File: src/rtl/uart_pkg.sv
// Shared UART definitions: receiver state encoding, oversampling constants
// and the baud divider derivation used by both receive and transmit paths.
package uart_pkg;

    typedef enum logic [2:0] {
        WAIT_IDLE,
        IDLE,
        START,
        DATA,
        STOP
    } rx_state_t;

    localparam int unsigned OVS         = 16;
    localparam int unsigned SAMPLE_MID  = 7;
    localparam int unsigned STOP_SAMPLE = 9;

    // Clocks per oversample tick for a given system clock and line rate.
    function automatic int unsigned tick_div(input int unsigned clk_hz,
                                             input int unsigned baud);
        return clk_hz / (OVS * baud);
    endfunction

endpackage

File: src/rtl/uart_baud_tick.sv
// Oversample tick generator: counts 0..TICK_DIV-1 and pulses tick for one
// cycle on the last count. clear restarts the count so the tick phase can be
// aligned to a detected start edge.
module uart_baud_tick #(
    parameter int unsigned TICK_DIV = 27
) (
    input  logic clk,
    input  logic rst_n,
    input  logic clear,
    output logic tick
);

    localparam int unsigned CW = (TICK_DIV > 1) ? $clog2(TICK_DIV) : 1;
    localparam logic [CW-1:0] LAST = CW'(TICK_DIV - 1);

    logic [CW-1:0] count;

    // Free-running divider, realigned by clear.
    always_ff @(posedge clk) begin
        if (!rst_n) begin
            count <= '0;
        end else if (clear || count == LAST) begin
            count <= '0;
        end else begin
            count <= count + 1'b1;
        end
    end

    assign tick = (count == LAST) && !clear;

endmodule

File: src/rtl/uart_receiver.sv
// 8N1 UART receiver with 16x oversampling, 3-sample majority vote per bit,
// stop-bit check and a level DONE / TRG_READ byte handshake with sticky
// frame-error and overrun flags.
module uart_receiver
    import uart_pkg::*;
#(
    parameter int unsigned CLK_HZ   = 50000000,
    parameter int unsigned BAUD     = 115200,
    parameter int unsigned TICK_DIV = tick_div(CLK_HZ, BAUD)
) (
    input  logic       CLK_50MHZ,
    input  logic       RST,
    input  logic       RX,
    input  logic       TRG_READ,
    output logic [7:0] DATA_OUT,
    output logic       DONE,
    output logic       FRAME_ERR,
    output logic       OVERRUN,
    output logic       BUSY
);

    localparam int unsigned SW = $clog2(OVS);
    localparam logic [SW-1:0] S_LAST = SW'(OVS - 1);
    localparam logic [SW-1:0] S_WBEG = SW'(SAMPLE_MID);
    localparam logic [SW-1:0] S_WEND = SW'(SAMPLE_MID + 2);
    localparam logic [SW-1:0] S_STOP = SW'(STOP_SAMPLE);

    logic          rx_meta;
    logic          rx_s;
    logic [1:0]    sync_fill;
    rx_state_t     state_q;
    rx_state_t     state_d;
    logic          tick;
    logic          tick_clear;
    logic [SW-1:0] sample_cnt;
    logic [2:0]    bit_idx;
    logic [2:0]    votes;
    logic [7:0]    rx_byte;
    logic          maj_stored;
    logic          maj_stop;
    logic          at_last;
    logic          at_stop;
    logic          in_window;
    logic          shift_en;
    logic          deliver;
    logic          frame_fail;

    // Two-flop synchronizer; sync_fill marks when rx_s reflects the real line
    // again after reset, since the reset value of 1 would otherwise be taken
    // as an idle line and a low RX at release would look like a start bit.
    always_ff @(posedge CLK_50MHZ) begin
        if (!RST) begin
            rx_meta   <= 1'b1;
            rx_s      <= 1'b1;
            sync_fill <= '0;
        end else begin
            rx_meta   <= RX;
            rx_s      <= rx_meta;
            sync_fill <= {sync_fill[0], 1'b1};
        end
    end

    uart_baud_tick #(
        .TICK_DIV(TICK_DIV)
    ) u_tick (
        .clk  (CLK_50MHZ),
        .rst_n(RST),
        .clear(tick_clear),
        .tick (tick)
    );

    assign at_last   = tick && (sample_cnt == S_LAST);
    assign at_stop   = tick && (sample_cnt == S_STOP);
    assign in_window = tick && (sample_cnt >= S_WBEG) && (sample_cnt <= S_WEND);

    // Stored votes hold samples 7,8,9; the stop decision at sample 9 uses the
    // two stored samples plus the live synchronized line.
    assign maj_stored = (votes[2] & votes[1]) | (votes[2] & votes[0]) | (votes[1] & votes[0]);
    assign maj_stop   = (votes[1] & votes[0]) | (votes[1] & rx_s) | (votes[0] & rx_s);

    assign BUSY = (state_q == START) || (state_q == DATA) || (state_q == STOP);

    // State register.
    always_ff @(posedge CLK_50MHZ) begin
        if (!RST) begin
            state_q <= WAIT_IDLE;
        end else begin
            state_q <= state_d;
        end
    end

    // Next-state decode and per-cycle frame events.
    always_comb begin
        state_d    = state_q;
        tick_clear = 1'b0;
        shift_en   = 1'b0;
        deliver    = 1'b0;
        frame_fail = 1'b0;
        case (state_q)
            WAIT_IDLE: begin
                if (rx_s && sync_fill[1]) state_d = IDLE;
            end
            IDLE: begin
                if (!rx_s) begin
                    state_d    = START;
                    tick_clear = 1'b1;
                end
            end
            START: begin
                if (at_last) state_d = maj_stored ? IDLE : DATA;
            end
            DATA: begin
                if (at_last) begin
                    shift_en = 1'b1;
                    if (bit_idx == 3'd7) state_d = STOP;
                end
            end
            STOP: begin
                if (at_stop) begin
                    if (maj_stop) begin
                        deliver = 1'b1;
                        state_d = IDLE;
                    end else begin
                        frame_fail = 1'b1;
                        state_d    = WAIT_IDLE;
                    end
                end
            end
            default: state_d = WAIT_IDLE;
        endcase
    end

    // Sample counter, vote capture and LSB-first byte assembly.
    always_ff @(posedge CLK_50MHZ) begin
        if (!RST) begin
            sample_cnt <= '0;
            bit_idx    <= '0;
            votes      <= '0;
            rx_byte    <= '0;
        end else begin
            if (!BUSY) begin
                sample_cnt <= '0;
            end else if (tick) begin
                sample_cnt <= sample_cnt + 1'b1;
            end
            if (in_window) votes <= {votes[1:0], rx_s};
            if (state_q == START) begin
                bit_idx <= '0;
            end else if (shift_en) begin
                bit_idx <= bit_idx + 1'b1;
            end
            if (shift_en) rx_byte[bit_idx] <= maj_stored;
        end
    end

    // Byte handshake; later assignments take priority (frame error sets
    // FRAME_ERR even when a read clears it in the same cycle).
    always_ff @(posedge CLK_50MHZ) begin
        if (!RST) begin
            DATA_OUT  <= '0;
            DONE      <= 1'b0;
            FRAME_ERR <= 1'b0;
            OVERRUN   <= 1'b0;
        end else begin
            if (TRG_READ) begin
                FRAME_ERR <= 1'b0;
                OVERRUN   <= 1'b0;
            end
            if (deliver) begin
                if (!DONE || TRG_READ) begin
                    DATA_OUT <= rx_byte;
                    DONE     <= 1'b1;
                end else begin
                    OVERRUN <= 1'b1;
                end
            end else if (TRG_READ) begin
                DONE <= 1'b0;
            end
            if (frame_fail) FRAME_ERR <= 1'b1;
        end
    end

endmodule

File: config.mk
export PLATFORM = sky130hd
export DESIGN_NAME = uart_receiver
export DESIGN_NICKNAME = d
export VERILOG_FILES = /design/src/rtl/uart_pkg.sv /design/src/rtl/uart_baud_tick.sv /design/src/rtl/uart_receiver.sv
export SDC_FILE = /design/constraint.sdc
export NUM_CORES = 1
export LEC_CHECK = 0
export BUFFER_PORTS_ARGS = -buffer_cell sky130_fd_sc_hd__buf_2
export CORE_UTILIZATION = 55
export CTS_BUF_LIST = sky130_fd_sc_hd__clkbuf_4 sky130_fd_sc_hd__clkbuf_8 sky130_fd_sc_hd__clkbuf_16
export DETAILED_ROUTE_END_ITERATION = 10
export PLACE_DENSITY = 0.85
export SLEW_MARGIN = 10
export SYNTH_ARGS = -nofsm -noshare
export SYNTH_HDL_FRONTEND = slang
export SYNTH_HIERARCHICAL = 1
export SYNTH_SLANG_ARGS = --single-unit
File: constraint.sdc
create_clock -name CLK_50MHZ -period 2.7 [get_ports CLK_50MHZ]
set_input_delay 0.405 -clock CLK_50MHZ [delete_from_list [all_inputs] [get_ports CLK_50MHZ]]
set_output_delay 0.405 -clock CLK_50MHZ [all_outputs]
set_load 0.02 [all_outputs]
# Yosys cells after proc, flatten, opt, wreduce, memory -nomap -nowiden
# Index checks and enable logic that the tools add are counted.
dict set report totals {
  reg_bits 41
  inputBits 4
  out_inout_bits 12
}
dict set report classes {
  addsub 3
  magnitude_cmp 4
  eq_ne 15
  muxes 30
  n_bitwise 10
  reduce_logical 22
}
# operator count
set ops {}
lappend ops {{1-bit two-way mux} 20}
lappend ops {{3-bit two-way mux} 6}
lappend ops {{3-bit one-hot mux with 5 select lines} 1}
lappend ops {{2-bit inequality test (second input constant)} 5}
lappend ops {{8-bit bitwise mux} 1}
lappend ops {{4-bit == test (second input constant)} 2}
lappend ops {{1-bit logical AND} 7}
lappend ops {{3-bit by 2-bit == test with 1-bit output (second input constant)} 2}
lappend ops {{3-bit == test (second input constant)} 2}
lappend ops {{2-bit AND reduction} 3}
lappend ops {{6-bit AND reduction} 1}
lappend ops {{5-bit by 1-bit adder with 5-bit output (second input constant)} 1}
lappend ops {{1-bit AND} 5}
lappend ops {{5-bit == test (second input constant)} 1}
lappend ops {{4-bit by 1-bit adder with 4-bit output (second input constant)} 1}
lappend ops {{4-bit by 3-bit greater-or-equal comparator with 1-bit output (second input constant)} 1}
lappend ops {{4-bit <= comparator (second input constant)} 1}
lappend ops {{1-bit logical OR} 4}
lappend ops {{3-bit by 4-bit < comparator with 1-bit output (second input constant)} 1}
lappend ops {{2-bit by 1-bit inequality test with 1-bit output (second input constant)} 2}
lappend ops {{1-bit OR} 4}
lappend ops {{2-bit nonzero test} 2}
lappend ops {{2-bit OR reduction} 2}
lappend ops {{3-bit by 1-bit adder with 3-bit output (second input constant)} 1}
lappend ops {{other kinds (7)} 8}

# Depth between registers and ports, before layout
dict set report depth {
  word_depth 9
  mapped_depth 10
}

# Modules after synthesis
# The synthesis kept the hierarchy.
# module instances cells_per_inst area_each_um2 seq_area_each_um2
set by_module_without_submodules {}
lappend by_module_without_submodules {uart_receiver 1 173 1605.3 720.7}
lappend by_module_without_submodules {uart_baud_tick 1 21 207.7 100.1}

# Least setup slack after synthesis
# OpenSTA, ideal clock, no wires.
dict set report synth_timing {
  path_kind {register to register}
  from {register state_q[0]}
  to {register DATA_OUT[0]}
  setup_ns 0.072
  arrival_time_ns 1.882
  required_time_ns 2.628
  path_slack_ns 0.747
  path_stages_with_launch 11
  path_buffers 3
  synth_period_minus_slack_ns 1.953
  path_cell_list {dfxtp_1 buf_2 or3b_1 nor2_1 nor2_1 buf_2 and4b_1 and3_4 nand2b_2 buf_6 mux2i_1}
}
dict set report synth_between {
  elab_chain_cells 8
}
# item line_no
set synth_rtl {}
lappend synth_rtl {{start: declaration} uart_receiver.sv:31} ;# rx_state_t state_q;
lappend synth_rtl {{start signal: assignment} uart_receiver.sv:88} ;# state_q <= state_d;
lappend synth_rtl {{3-bit by 1-bit == test with 1-bit output} uart_receiver.sv:99} ;# case (state_q)
lappend synth_rtl {{1-bit two-way mux} uart_receiver.sv:99}
lappend synth_rtl {{via tick_clear} uart_receiver.sv:34} ;# logic tick_clear;
lappend synth_rtl {{1-bit zero test} uart_baud_tick.sv:29} ;# assign tick = (count == LAST) && !clear;
lappend synth_rtl {{1-bit logical AND} uart_baud_tick.sv:29}
lappend synth_rtl {{via tick} uart_receiver.sv:33} ;# logic tick;
lappend synth_rtl {{1-bit logical AND} uart_receiver.sv:73} ;# assign at_stop = tick && (sample_cnt == S_STOP);
lappend synth_rtl {{1-bit two-way mux} uart_receiver.sv:119} ;# if (at_stop) begin
lappend synth_rtl {{1-bit two-way mux} uart_receiver.sv:99}
lappend synth_rtl {{2-bit AND reduction (no line)} -}
lappend synth_rtl {{end signal: assignment} uart_receiver.sv:171} ;# DATA_OUT <= rx_byte;
lappend synth_rtl {{end: declaration} uart_receiver.sv:15} ;# output logic [7:0] DATA_OUT,
# The timed path passes the listed nets, and every way through them passes these cells.
# A chain may end at the register's enable or synchronous reset.

# Worst setup path after layout
dict set report layout_timing {
  from {register state_q[1]}
  to {register rx_byte[2]}
}
dict set report layout_between {
  elab_chain_cells 7
}
# item line_no
set layout_rtl {}
lappend layout_rtl {{3-bit by 1-bit == test with 1-bit output} uart_receiver.sv:99}
lappend layout_rtl {{1-bit two-way mux} uart_receiver.sv:99}
lappend layout_rtl {{via tick_clear} uart_receiver.sv:34}
lappend layout_rtl {{1-bit zero test} uart_baud_tick.sv:29}
lappend layout_rtl {{1-bit logical AND} uart_baud_tick.sv:29}
lappend layout_rtl {{via tick} uart_receiver.sv:33}
lappend layout_rtl {{1-bit logical AND} uart_receiver.sv:72} ;# assign at_last = tick && (sample_cnt == S_LAST);
lappend layout_rtl {{1-bit two-way mux} uart_receiver.sv:113} ;# if (at_last) begin
lappend layout_rtl {{1-bit two-way mux} uart_receiver.sv:99}
lappend layout_rtl {{end signal: indexed assignment} uart_receiver.sv:152} ;# if (shift_en) rx_byte[bit_idx] <= maj_stored;
lappend layout_rtl {{end: declaration} uart_receiver.sv:38} ;# logic [7:0] rx_byte;
# The timed path passes the listed nets, and every way through them passes these cells.

==> impl_metrics.tcl <==
set metrics [dict create \
    outcome "finished clean" \
    slowest_cell_delay_on_critical_path_ns 0.55 \
    cts_tree "built" \
    port_buffers 15 \
    pwr-share-clk_pct 37.9 \
    timing.critical_path.mode_cell "nor2_1" \
    syn-mean-instance-area_sq_um 9.35 \
    gp_congestion 0.851 \
    post_synth_inst_count 194 \
    worst_setup_path_start_kind "register" \
    clock_sink_count 41 \
    synth_top_cell_area_share_pct 45.3 \
    finalHoldViolCount 0 \
    post_synth_main_area_contributors "dfxtp_1 (45%), mux2i_1 (12%), nand2_1 (7.2%)" \
    hold_buffers 0 \
    area_growth_pct 9.87 \
    layout.cells.most_common_list "dfxtp_1 (41), nand2_1 (35), mux2i_1 (21)" \
    detail_route.wirelength_um 3050 \
    ant_nets 0 \
    number_of_antenna_cells_inserted 0 \
    rsz0062_at_grt "false" \
    end_kind "register" \
    flip_flop_and_latch_count_after_synthesis 41 \
    cpMaxStageDelayCell "dfxtp_1" \
    drc_violations_left 0 \
    internal-power_mw 0.825 \
    cts_max_level 2 \
    max_freq_ghz 0.433 \
    dp_hpwl_um 2190 \
    initial_utilization_pct 58.9 \
    post-cts-setup-buffer-count 0 \
    numCtsBuffers 5 \
    critPathTopFamily "simple AND/OR/NAND/NOR gates" \
    final_layout_worst_hold_slack_ns 0.221 \
    combinationalPowerShare_pct 3.3 \
    dieHeight_um 59.4 \
    synthDominantAreaCellType "dfxtp_1" \
    power_share_of_the_sequential_group_pct 58.8 \
    total_leakage_power_nw 0.897 \
    floorplan.die.width_um 59.4 \
    maxCapViolations 0 \
    cellPowerDensity_nw_per_um2 534 \
    fraction_of_synthesis_flops_using_an_asynchronous_set_or_reset_pin_pct 0 \
    syn-num-nets 205 \
    detail_route.wl_per_cell_um 12.0 \
    cts.reportedPaths.clkPinSlew_ns 0.12 \
    worst_skew_ns 0.00587 \
    setup_viol 0 \
    power.total_mw 1.06 \
    switching_share_pct 22.4 \
    arrival_time_reported_for_the_critical_path_endpoint_ns 2.55 \
    core_area_sq_um 3080 \
    design.portCount 16 \
    ys_warn_count 6 \
    area_of_placed_instances_sq_um 1910 \
    grt_pass1_vias 1173 \
    global_route.overflow_total 0 \
    yosysSeqAreaShare_pct 45.3 \
    synth_area_sq_um 1810 \
    final_slew_violations 0 \
    detail_route.vias_per_cell 5.17 \
    initial_antenna_violation_count 0 \
    rows 20 \
    cp_num_buf_inv 0 \
    ctsResizeCount 0 \
    route.vias.total 1313 \
    critPathRequiredTime_ns 2.94 \
    grt_pass1_wl_um 5250 \
    layout.cell_area.non_filler_sq_um 1990 \
    switchingPower_mw 0.239 \
    yosys_most_used_dff "dfxtp_1" \
    clock_tree.buffer_depth 2 \
    timing.setup.critical_path_class "reg2reg" \
    hold_path_class "in2reg" \
    period_minus_slack_ns 2.31 \
    relSlewSlack_pct 59.9 \
    grtUsageTotal_pct 20.4 \
    layout-drive-gt1-share_pct 14.3 \
    clock_insertion_delay_worst_skew_ns 0.36 \
    layout.nets 220 \
    detail_route.iter0.violations 25 \
    totalNegativeSetupSlack_ns 0 \
    die-area_sq_um 3530 \
    worstPathCellList "or3b_1 -> nor2_1 -> nor2_1 -> nand4_1 -> nor3_2 -> nand2_1 -> mux2i_1" \
    worst_ir_drop_vdd_uv 345 \
    path_max_fanout 11 \
    drt_first_pass_iters 4 \
    final_core_util_pct 64.7 \
    min_period_over_period_pct 85.6 \
    synth_enable_flop_cells 0 \
    most_common_cell_after_layout_fill_and_taps_aside "dfxtp_1" \
    ctsRootBufferMaster "clkbuf_4" \
    tightest_slew_ns 0.599 \
    yosysUniqueCellTypes 39 \
    filler_cell_count 253 \
    grt_start_max_net_pins 23 \
]
==> flip-flops by register name (all words and copies together) (netlist names) <==
name,count
rx_byte,8
sync_fill,2
bit_idx,3
rx_s,1
rx_meta,1
votes,3
u_tick/count,5
DATA_OUT,8
FRAME_ERR,1
sample_cnt,4
state_q,3
OVERRUN,1
DONE,1
==> worst reg2reg max path: cells and delay by family, from the launching register on <==
kind / cells / cell delay [ns]
muxes: 1 / 0.14
and+or+nand+nor: 6 / 1.51
DFF: 1 / 0.55
==> cells by family after synthesis <==
group                      share of synthesized area [%]
DFF                                                 45.3
muxes                                               11.6
xor gates and xnor gates                            3.38
buffers and inverters                               3.38
AOI/OAI and AO/OA                                   5.52
and+or+nand+nor                                     24.9
adders and majority gates                           5.93
==> synthesized netlist by cell type (3+ instances only) <==
master    instances
nand2b_1          6
a21oi_1           7
inv_1             5
o21ai_0           3
nand3_1           4
dfxtp_1          41
xnor2_1           3
mux2i_1          21
buf_2             4
nor2_1           17
xor2_1            4
nand2_1          35
nor2b_1           3
ha_1              7
nand4_1           3
==> power groups by stage <==
stage	Combinational, mW	Clock (mW)	Sequential (mW)
2_1_floorplan	0.0320	0	0.632
3_3_place_gp	0.0341	0	0.638
3_5_place_dp	0.0351	0	0.639
4_1_cts	0.0351	0.409	0.625
5_1_grt	0.0393	0.438	0.628
6_report	0.0350	0.403	0.626
==> final timing paths <==
path,from,endpoint,slack [ns],cells past startpoint
max reg2reg,state_q[1],rx_byte[2],0.39,7
min,RX,rx_meta,0.22,2
min reg2reg,rx_meta,rx_s,0.42,1
max,state_q[1],rx_byte[2],0.39,7
==> per-stage QoR <==
stage | setup slack (ns) | instances
after detailed placement | 0.434 | 246
after floorplan | 0.747 | 194
after CTS | 0.403 | 254
final | 0.390 | 254
after global placement | 0.530 | 246
after global routing | 0.126 | 254
==> area by class of cell <==
type / count / area (sq um) / area share [%]
clock buffer: 5 / 37.5 / 1.88
timing repair buffer: 16 / 82.6 / 4.15
sequential: 41 / 821 / 41.2
inverter: 5 / 18.8 / 0.942
tap: 44 / 55.1 / 2.76
clock inverter: 3 / 46.3 / 2.32
multi-input combinational: 140 / 931 / 46.7
==> layer usage <==
layer  global-route usage (%)  part of all wire, %  vias to the layer above
met5                        0                    0                        -
met2                     30.3                   43                       25
met3                     4.59                  4.1                        8
met4                     12.2                  2.5                        0
met1                     26.9                   50                      592
li1                         -                    -                      688
No activity file was read; power rests on OpenSTA's default activity.
